--- src/rtl/frame_tx_100m.sv ---
// Serial frame transmitter: one 56-bit {SYNC, CNT, DATA, CRC-8} frame per accepted word,
// MSB first, one bit per bit_valid strobe every BIT_DIV clocks, with a one-word holding register.
module frame_tx_100m #(
   parameter int unsigned BIT_DIV  = 4,
   parameter logic [7:0]  SYNC_PAT = 8'hAA
) (
   input  logic        clk_sys,
   input  logic        rst_n,
   input  logic        tx_en,
   input  logic [31:0] data_in,
   input  logic        data_in_valid,
   output logic        data_in_ready,
   output logic        bit_out,
   output logic        bit_valid,
   output logic        frame_start,
   output logic        busy
);

   localparam int unsigned   DW      = (BIT_DIV > 1) ? $clog2(BIT_DIV) : 1;
   localparam logic [DW-1:0] DIV_MAX = DW'(BIT_DIV - 1);

   typedef enum logic {IDLE, SHIFT} state_t;

   state_t        state;
   logic [31:0]   hold_reg;
   logic          hold_full;
   logic [55:0]   shift_reg;
   logic [DW-1:0] div_cnt;
   logic [5:0]    bit_idx;
   logic [7:0]    cnt;
   logic          accept;
   logic          strobe;
   logic          last_bit;
   logic          load;
   logic [7:0]    crc;

   // CRC-8, poly 0x07, init 0, MSB first, no reflection or final XOR
   function automatic logic [7:0] crc8(input logic [47:0] d);
      logic [7:0] c;
      logic       fb;
      c = '0;
      for (int unsigned i = 0; i < 48; i++) begin
         fb = c[7] ^ d[47 - i];
         c  = {c[6:0], 1'b0} ^ (fb ? 8'h07 : 8'h00);
      end
      return c;
   endfunction

   assign data_in_ready = ~hold_full;
   assign busy          = (state == SHIFT);

   always_comb begin
      accept   = data_in_valid & ~hold_full;
      strobe   = (state == SHIFT) && (div_cnt == DIV_MAX);
      last_bit = strobe && (bit_idx == 6'd55);
      load     = tx_en & hold_full & ((state == IDLE) | last_bit);
      crc      = crc8({SYNC_PAT, cnt, hold_reg});
   end

   always_ff @(posedge clk_sys or negedge rst_n) begin
      if (!rst_n) begin
         state       <= IDLE;
         hold_reg    <= '0;
         hold_full   <= 1'b0;
         shift_reg   <= '0;
         div_cnt     <= '0;
         bit_idx     <= '0;
         cnt         <= '0;
         bit_out     <= 1'b0;
         bit_valid   <= 1'b0;
         frame_start <= 1'b0;
      end else begin
         if (load)
            hold_full <= 1'b0;
         if (accept) begin
            hold_reg  <= data_in;
            hold_full <= 1'b1;
         end

         case (state)
            IDLE: begin
               bit_valid   <= 1'b0;
               frame_start <= 1'b0;
            end
            SHIFT: begin
               if (strobe) begin
                  bit_out     <= shift_reg[55];
                  bit_valid   <= 1'b1;
                  frame_start <= (bit_idx == '0);
                  shift_reg   <= shift_reg << 1;
                  div_cnt     <= '0;
                  if (last_bit) begin
                     bit_idx <= '0;
                     state   <= IDLE;
                  end else begin
                     bit_idx <= bit_idx + 6'd1;
                  end
               end else begin
                  div_cnt     <= div_cnt + DW'(1);
                  bit_valid   <= 1'b0;
                  frame_start <= 1'b0;
               end
            end
            default: state <= IDLE;
         endcase

         // A load on the last-bit strobe overrides the shift/IDLE updates above, giving a zero-gap frame
         if (load) begin
            shift_reg <= {SYNC_PAT, cnt, hold_reg, crc};
            cnt       <= cnt + 8'd1;
            div_cnt   <= '0;
            bit_idx   <= '0;
            state     <= SHIFT;
         end
      end
   end

endmodule

--- config.mk ---
export PLATFORM = sky130hd
export DESIGN_NAME = frame_tx_100m
export DESIGN_NICKNAME = d
export VERILOG_FILES = /design/src/rtl/frame_tx_100m.sv
export SDC_FILE = /design/constraint.sdc
export NUM_CORES = 1
export LEC_CHECK = 0
export CORE_ASPECT_RATIO = 1.75
export CORE_UTILIZATION = 38
export CTS_BUF_LIST = sky130_fd_sc_hd__clkbuf_4
export DETAILED_ROUTE_END_ITERATION = 8
export PLACE_DENSITY = 0.68
export SLEW_MARGIN = 30
export SYNTH_ARGS = -nofsm -noshare
export SYNTH_HDL_FRONTEND = slang
export SYNTH_SLANG_ARGS = --single-unit
--- constraint.sdc ---
create_clock -name clk_sys -period 3.97 [get_ports clk_sys]
set_input_delay 0.397 -clock clk_sys [delete_from_list [all_inputs] [get_ports clk_sys]]
set_output_delay 0.397 -clock clk_sys [all_outputs]
set_load 0.02 [all_outputs]
==> reports/qor.yml <==
global_route:
  grt_max_degree: 83
  number_of_antenna_violations_at_the_first_check_in_global_routing: 1
  overflow: 0
  grt.total_usage: 0.166
  grt_pass1_wl_mm: 19.5
  grt_pass1_vias: 3985
yosys:
  synth_enable_flop_cells: 0
  yosys.area.top_type: "sky130_fd_sc_hd__dfrtp_1"
  combinational_family_with_the_most_area_after_synthesis: "XOR/XNOR gates"
  synth_flop_cell: "sky130_fd_sc_hd__dfrtp_1"
  synthTopCellsByArea: "sky130_fd_sc_hd__dfrtp_1, sky130_fd_sc_hd__nand2_1, sky130_fd_sc_hd__xnor3_1, sky130_fd_sc_hd__xnor2_1, sky130_fd_sc_hd__mux2_2"
  synthesis.nets: 575
  synth_compound_area_frac: 0.0744
  yosys.area_share.xor_xnor: 0.214
  synthesis.instances: 531
  post_synth_and_or_nand_nor_area_fraction: 0.126
  synth_adder_area_share: 0.0177
  synth_top_cell_area_share: 0.481
  mux_contribution_to_synthesized_area: 0.0655
  synth-seq-cells: 109
  post_synth.cell_area_avg_um2: 10.7
  synth-warning-count: 0
  synth_most_common_cell: "sky130_fd_sc_hd__nand2_1"
  async_reset_ff_frac: 1.00
  ys_top_cells_by_count: "sky130_fd_sc_hd__nand2_1, sky130_fd_sc_hd__dfrtp_1, sky130_fd_sc_hd__nor2_1"
  synthDistinctLibCells: 31
  seq_area_frac_synth: 0.481
  synth.cell_area_mm2: 0.00567
power:
  p_switching_mw: 0.999
  power.combinational.fraction: 0.421
  power_density_mw_per_mm2: 468
  sw_frac_of_total: 0.332
  leakage_nw: 2.82
  power.share.clock: 0.178
  worst_ir_drop_vdd_v: 0.000261
  p_int_mw: 2.01
  seq_power_share: 0.401
placement:
  port_buffers: 40
  finalWeightedCongestion: 0.869
  placedInstanceArea_mm2: 0.00627
  post-dp-hpwl_mm: 8.60
  post-place-ws_ns: 1.07
finish:
  sequential_cell_area_mm2: 0.00273
  number_of_flip_flops_under_the_largest_register_name: 56
  final.fill_count: 1304
  drive_above_1_share: 0.123
  multi_input_comb_area_mm2: 0.00286
  layout-area-overhead-vs-synth_pct: 13.6
  final_nets: 606
  final_non_filler_cell_area_mm2: 0.00644
clocking:
  worst_setup_hold_path_clk_slew_ns: 0.19
  ctsHtreeMaxLevel: 3
  num_clock_sinks: 109
  postCtsHoldBufs: 1
  post_cts_resize_count: 0
  tritoncts_clock_tree: "done"
  clock_tree.root_cell: "sky130_fd_sc_hd__clkbuf_4"
  clock_insertion_delay_worst_skew_ns: 0.49
  cts_buffer_depth: 2
  cts_buffer_count: 9
  post_cts.repair.setup_buffers: 0
timing:
  worstMarginPinSlew_ns: 0.734
  finalWorstSetupSlack_ns: 1.05
  setup_viol_count_final: 0
  timing.hold.ws_ns: 0.487
  fmax_mhz: 342
  skew_ns: 0.0274
  maxSlewViolCount: 0
  rsz0062_at_grt: "false"
  hold_viol: 0
  timing.slew.headroom: 0.511
  final_tns_setup_ns: 0
  layout_worst_path_cycle_share: 0.736
  finalCriticalPeriod_ns: 2.92
route:
  totalWireLength_mm: 11.7
  antenna_violating_nets_post_route: 0
  route.vias.total: 3850
  detailed_routing_iteration_count_for_the_pre_antenna_repair_pass: 5
  drc: 0
  drt_first_iter_violations: 213
  via_per_inst: 5.15
  wl_per_cell_um: 15.7
setup_path:
  critPathTopFamily: "XOR/XNOR gates"
  slowest_cell_on_the_critical_path: "sky130_fd_sc_hd__xnor3_2"
  type_of_the_setup_path_with_the_least_slack: "reg2reg"
  critPathLaunchType: "flip-flop"
  slowest_delay_ns: 0.54
  timing.critical_path.fanout_max: 6
  worst-endpoint-required_ns: 4.35
  path_buf_inv: 0
  cp_data_arrival_time_ns: 3.31
  path_cells: "xnor2_2 -> xnor3_1 -> xor2_1 -> xnor3_2 -> xor2_2 -> xnor2_1 -> a221o_1"
  crit_path_end_kind: "flip-flop"
floorplanning:
  floorplan.die.height_um: 164
  die_area_mm2: 0.0154
  die_width_um: 94.3
  row_count: 58
  start_util: 0.393
  pin_count: 41
  coreArea_mm2: 0.0144
job:
  drv_cap: 0
run_status:
  status: "completed"
min_path:
  timing.hold.worst.class: "in2async"
==> metrics by stage <==
step	util	power (mW)	instances
floorplan	-	2.25	531
global placement	0.434	2.50	729
detailed placement	0.434	2.52	729
CTS	0.444	3.06	746
global route	0.446	3.17	748
finish	0.446	3.01	748
==> worst paths after layout <==
path                       cells past startpoint  slack [ns]     startpoint       endpoint
min                                            2        0.49          rst_n   hold_reg[16]
min reg2reg                                    2        0.50  shift_reg[48]  shift_reg[49]
max                                            7        1.05         cnt[1]   shift_reg[4]
max in group asynchronous                      3        2.58          rst_n     bit_idx[5]
min in group clk_sys                           2        0.50  shift_reg[48]  shift_reg[49]
max reg2reg                                    7        1.05         cnt[1]   shift_reg[4]
==> layout by cell type, fill, tap and decap left out, types with 3 or more instances in the layout <==
master                            instances
sky130_fd_sc_hd__a21oi_1                  6
sky130_fd_sc_hd__nor2_1                  50
sky130_fd_sc_hd__nand4_1                  4
sky130_fd_sc_hd__inv_1                    4
sky130_fd_sc_hd__inv_6                    3
sky130_fd_sc_hd__xnor2_2                  4
sky130_fd_sc_hd__dfrtp_1                109
sky130_fd_sc_hd__a22oi_1                  5
sky130_fd_sc_hd__o21ai_0                  6
sky130_fd_sc_hd__xnor2_1                 46
sky130_fd_sc_hd__xnor3_1                 18
sky130_fd_sc_hd__ha_1                     8
sky130_fd_sc_hd__a31oi_1                 40
sky130_fd_sc_hd__nand2_1                111
sky130_fd_sc_hd__clkbuf_4                10
sky130_fd_sc_hd__o21ai_1                  6
sky130_fd_sc_hd__buf_4                    6
sky130_fd_sc_hd__clkdlybuf4s50_1         39
sky130_fd_sc_hd__xor2_1                  27
sky130_fd_sc_hd__mux2_2                  33
sky130_fd_sc_hd__nand3_1                  8
==> power by group through the flow <==
stage	clock network [mW]	logic (mW)	registers, mW
2_1_floorplan	0	1.05	1.20
3_3_place_gp	0	1.27	1.23
3_5_place_dp	0	1.29	1.23
4_1_cts	0.557	1.29	1.21
5_1_grt	0.597	1.36	1.22
6_report	0.536	1.27	1.21
==> metal layers <==
metal / vias up / share of wire / wire length, µm / track usage
li1: 1839 / - / - / -
met2: 73 / 0.56 / 6550 / 0.302
met5: - / 0 / 0 / 0
met4: 0 / 0.037 / 437 / 0.0930
met3: 32 / 0.022 / 253 / 0.0251
met1: 1906 / 0.38 / 4480 / 0.178
==> layout make-up <==
| class | instances | area share |
|---|---|---|
| Sequential cell | 109 | 0.423 |
| Clock inverter | 6 | 0.00874 |
| Tap cell | 180 | 0.0350 |
| Multi-Input combinational cell | 390 | 0.443 |
| Timing Repair Buffer | 48 | 0.0752 |
| Inverter | 4 | 0.00233 |
| Clock buffer | 10 | 0.0117 |
| Antenna cell | 1 | 0.000388 |
==> cell families after synthesis <==
| group | count (synthesis) |
|---|---|
| muxes | 33 |
| buffers and inverters | 32 |
| and+or+nand+nor | 180 |
| AOI/OAI and AO/OA | 69 |
| adders and majority gates | 8 |
| xor gates and xnor gates | 100 |
| DFF | 109 |
Note: power is estimated with default switching activity, not from simulation.
==> variant, RTL diff (same settings) <==
The parameter `BIT_DIV` goes from 4 to 2.
--- a/src/rtl/frame_tx_100m.sv
+++ b/src/rtl/frame_tx_100m.sv
@@ -1,7 +1,7 @@
 // Serial frame transmitter: one 56-bit {SYNC, CNT, DATA, CRC-8} frame per accepted word,
 // MSB first, one bit per bit_valid strobe every BIT_DIV clocks, with a one-word holding register.
 module frame_tx_100m #(
-   parameter int unsigned BIT_DIV  = 4,
+   parameter int unsigned BIT_DIV  = 2,
    parameter logic [7:0]  SYNC_PAT = 8'hAA
 ) (
    input  logic        clk_sys,
Behaviour: not the same (Yosys sat finds a counterexample within 10 cycles, from zero or initial values and one cycle with rst_n low).
==> variant against the original RTL <==
  * Cell count down 1.2%
  * Synthesized cell count fell by 1.3%
  * Cell area decreased by 0.39%
  * Worst setup slack worse by 0.27 ns
  * Wire length is 2.7% lower
  * Global-route usage decreased by 0.43 points
  * Synthesized area up 0.73%
  * Die area is 0.71% higher
  * Sequential cell count down 1
  * Fmax decreased by 8.5%
  * Count of clock-buffer cells in the layout decreased by 1
Power is not compared: it rests on default switching activity, and its combinational part moved more than twofold at a synthesized area within 25%.
==> variant: results (changes against the original RTL) <==
status:
  outcome: "complete, no violations"
place:
  place_area_um2: 6260  # -0.18%
  portBuffers: 40  # unchanged
  gp_congestion: 0.894  # +2.9%
  place_hpwl_mm: 8.42  # -2.1%
synthesis:
  synth_fp_nets: 567  # -1.4%
  netlist_top_cells_count: "dfrtp_1 (108), nand2_1 (105), nor2_1 (50)"
  async_flop_share: 1.00  # unchanged
  synthTopCellsByArea: "dfrtp_1 (47%), nand2_1 (6.9%), xnor2_1 (6.7%)"
  yosys_warnings: 0  # unchanged
  ys_seq_area_frac: 0.473  # -0.00786
  synth.distinct_cells: 36  # +16%
  synthFlopType: "dfrtp_1"
detailed_routing:
  dr.first_iter.drc_count: 220  # +3.3%
  drtPass1Iterations: 4  # -1
  wire_per_inst_um: 15.4  # -1.5%
  via_per_inst: 5.11  # -0.81%
timing:
  clock_skew_ns: 0.0252  # -0.00222 ns
  worst_pin_slew_ns: 0.657  # -0.0776 ns
global_routing:
  grt_pass1_vias: 3939  # -1.2%
  grtUsageTotal: 0.161  # -0.00435
  antenna_found_initial: 1  # unchanged
  grt_max_degree: 47  # -43%
  grt_pass1_wl_mm: 19.2  # -1.7%
cts:
  cts_max_level: 3  # unchanged
  clockBufferDepth: 2  # unchanged
  root_buffer: "clkbuf_4"
  clkTransAtPathRegs_ns: 0.18
  clock_latency_ns: 0.48
  numCtsBuffers: 9  # unchanged
power:
  ir_worst_vdd_mv: 1.60
  intPower_mw: 4.66
  p_leak_nw: 2.84
cells_and_area:
  n_fill_cell: 1379  # +5.8%
  nets: 596  # -1.7%
  drive_gt1_frac: 0.136  # +0.0127
setup_path:
  crit_arrival_ns: 3.58  # +0.27 ns
  crit_fanout: 6  # unchanged
## variant: cell types whose count changed in the layout (fill, tap and decap cells not counted), sizes merged, moves of 3 or more
cell   change
or2        +3
xnor3      +6
nand2      -6
xor2      -10
xnor2      -3
## variant: area by class of cell
cell class / count / area (um^2) / share of cell area
Sequential cell: 108 / 2700 / 0.421
Clock inverter: 7 / 50.0 / 0.00780
Multi-Input combinational cell: 378 / 2850 / 0.444
Antenna cell: 1 / 2.50 / 0.000390
Clock buffer: 9 / 67.6 / 0.0105
Inverter: 6 / 22.5 / 0.00351
Tap cell: 180 / 225 / 0.0351
Timing Repair Buffer: 50 / 495 / 0.0772
## variant: metrics by stage
step                       util  setup slack [ns]  power, mW  std cells
after global routing      0.442             0.622       7.90        739
after detailed placement  0.431             0.807       7.02        720
after floorplan               -              1.03       6.18        524
after global placement    0.431             0.895       6.87        720
after CTS                 0.440             0.763       7.55        737
final                     0.442             0.776       7.43        739
## variant: final timing paths
check,from,end,slack (ns),cells past startpoint
min in group clk_sys,shift_reg[53],shift_reg[54],0.50,2
setup reg to reg,cnt[5],shift_reg[3],0.78,8
setup / recovery,cnt[5],shift_reg[3],0.78,8
hold reg to reg,shift_reg[53],shift_reg[54],0.50,2
max in group asynchronous,rst_n,shift_reg[26],2.69,3
hold / removal,rst_n,frame_start,0.39,2
## variant: repair_timing
action	CTS	global route
hold endpoints to repair	37	0
hold buffers	1	0
buffers inserted	0	0
resized for setup	0	0
## variant: power groups by stage
stage          Clock (mW)  Combinational, mW  Sequential [mW]
6_report            0.514               5.50             1.42
5_1_grt             0.569               5.90             1.44
4_1_cts             0.529               5.60             1.42
3_5_place_dp            0               5.58             1.44
3_3_place_gp            0               5.43             1.44
2_1_floorplan           0               4.83             1.35
## variant: cell families after synthesis
group / share of synthesized area
AND/OR/NAND/NOR: 0.126
flip-flops: 0.473
XOR/XNOR: 0.219
AO/OA/AOI/OAI: 0.0706
buffers and inverters: 0.0309
multiplexers: 0.0651
adder cells (fa/ha/maj): 0.0153
## variant: worst max-delay path: stages (launching register included)
cell and delay, ns:
dfrtp_1 0.48, ha_1 0.31, xnor3_2 0.46, xnor3_1 0.40, xor3_1 0.33, xnor3_2 0.41, xnor2_2 0.21, xnor3_1 0.35
o21ai_0 0.15
## variant: layer usage
layer,part of all wire,GRT usage
met1,0.40,0.180
met2,0.55,0.294
met3,0.020,0.0287
met4,0.025,0.0689
met5,0,0
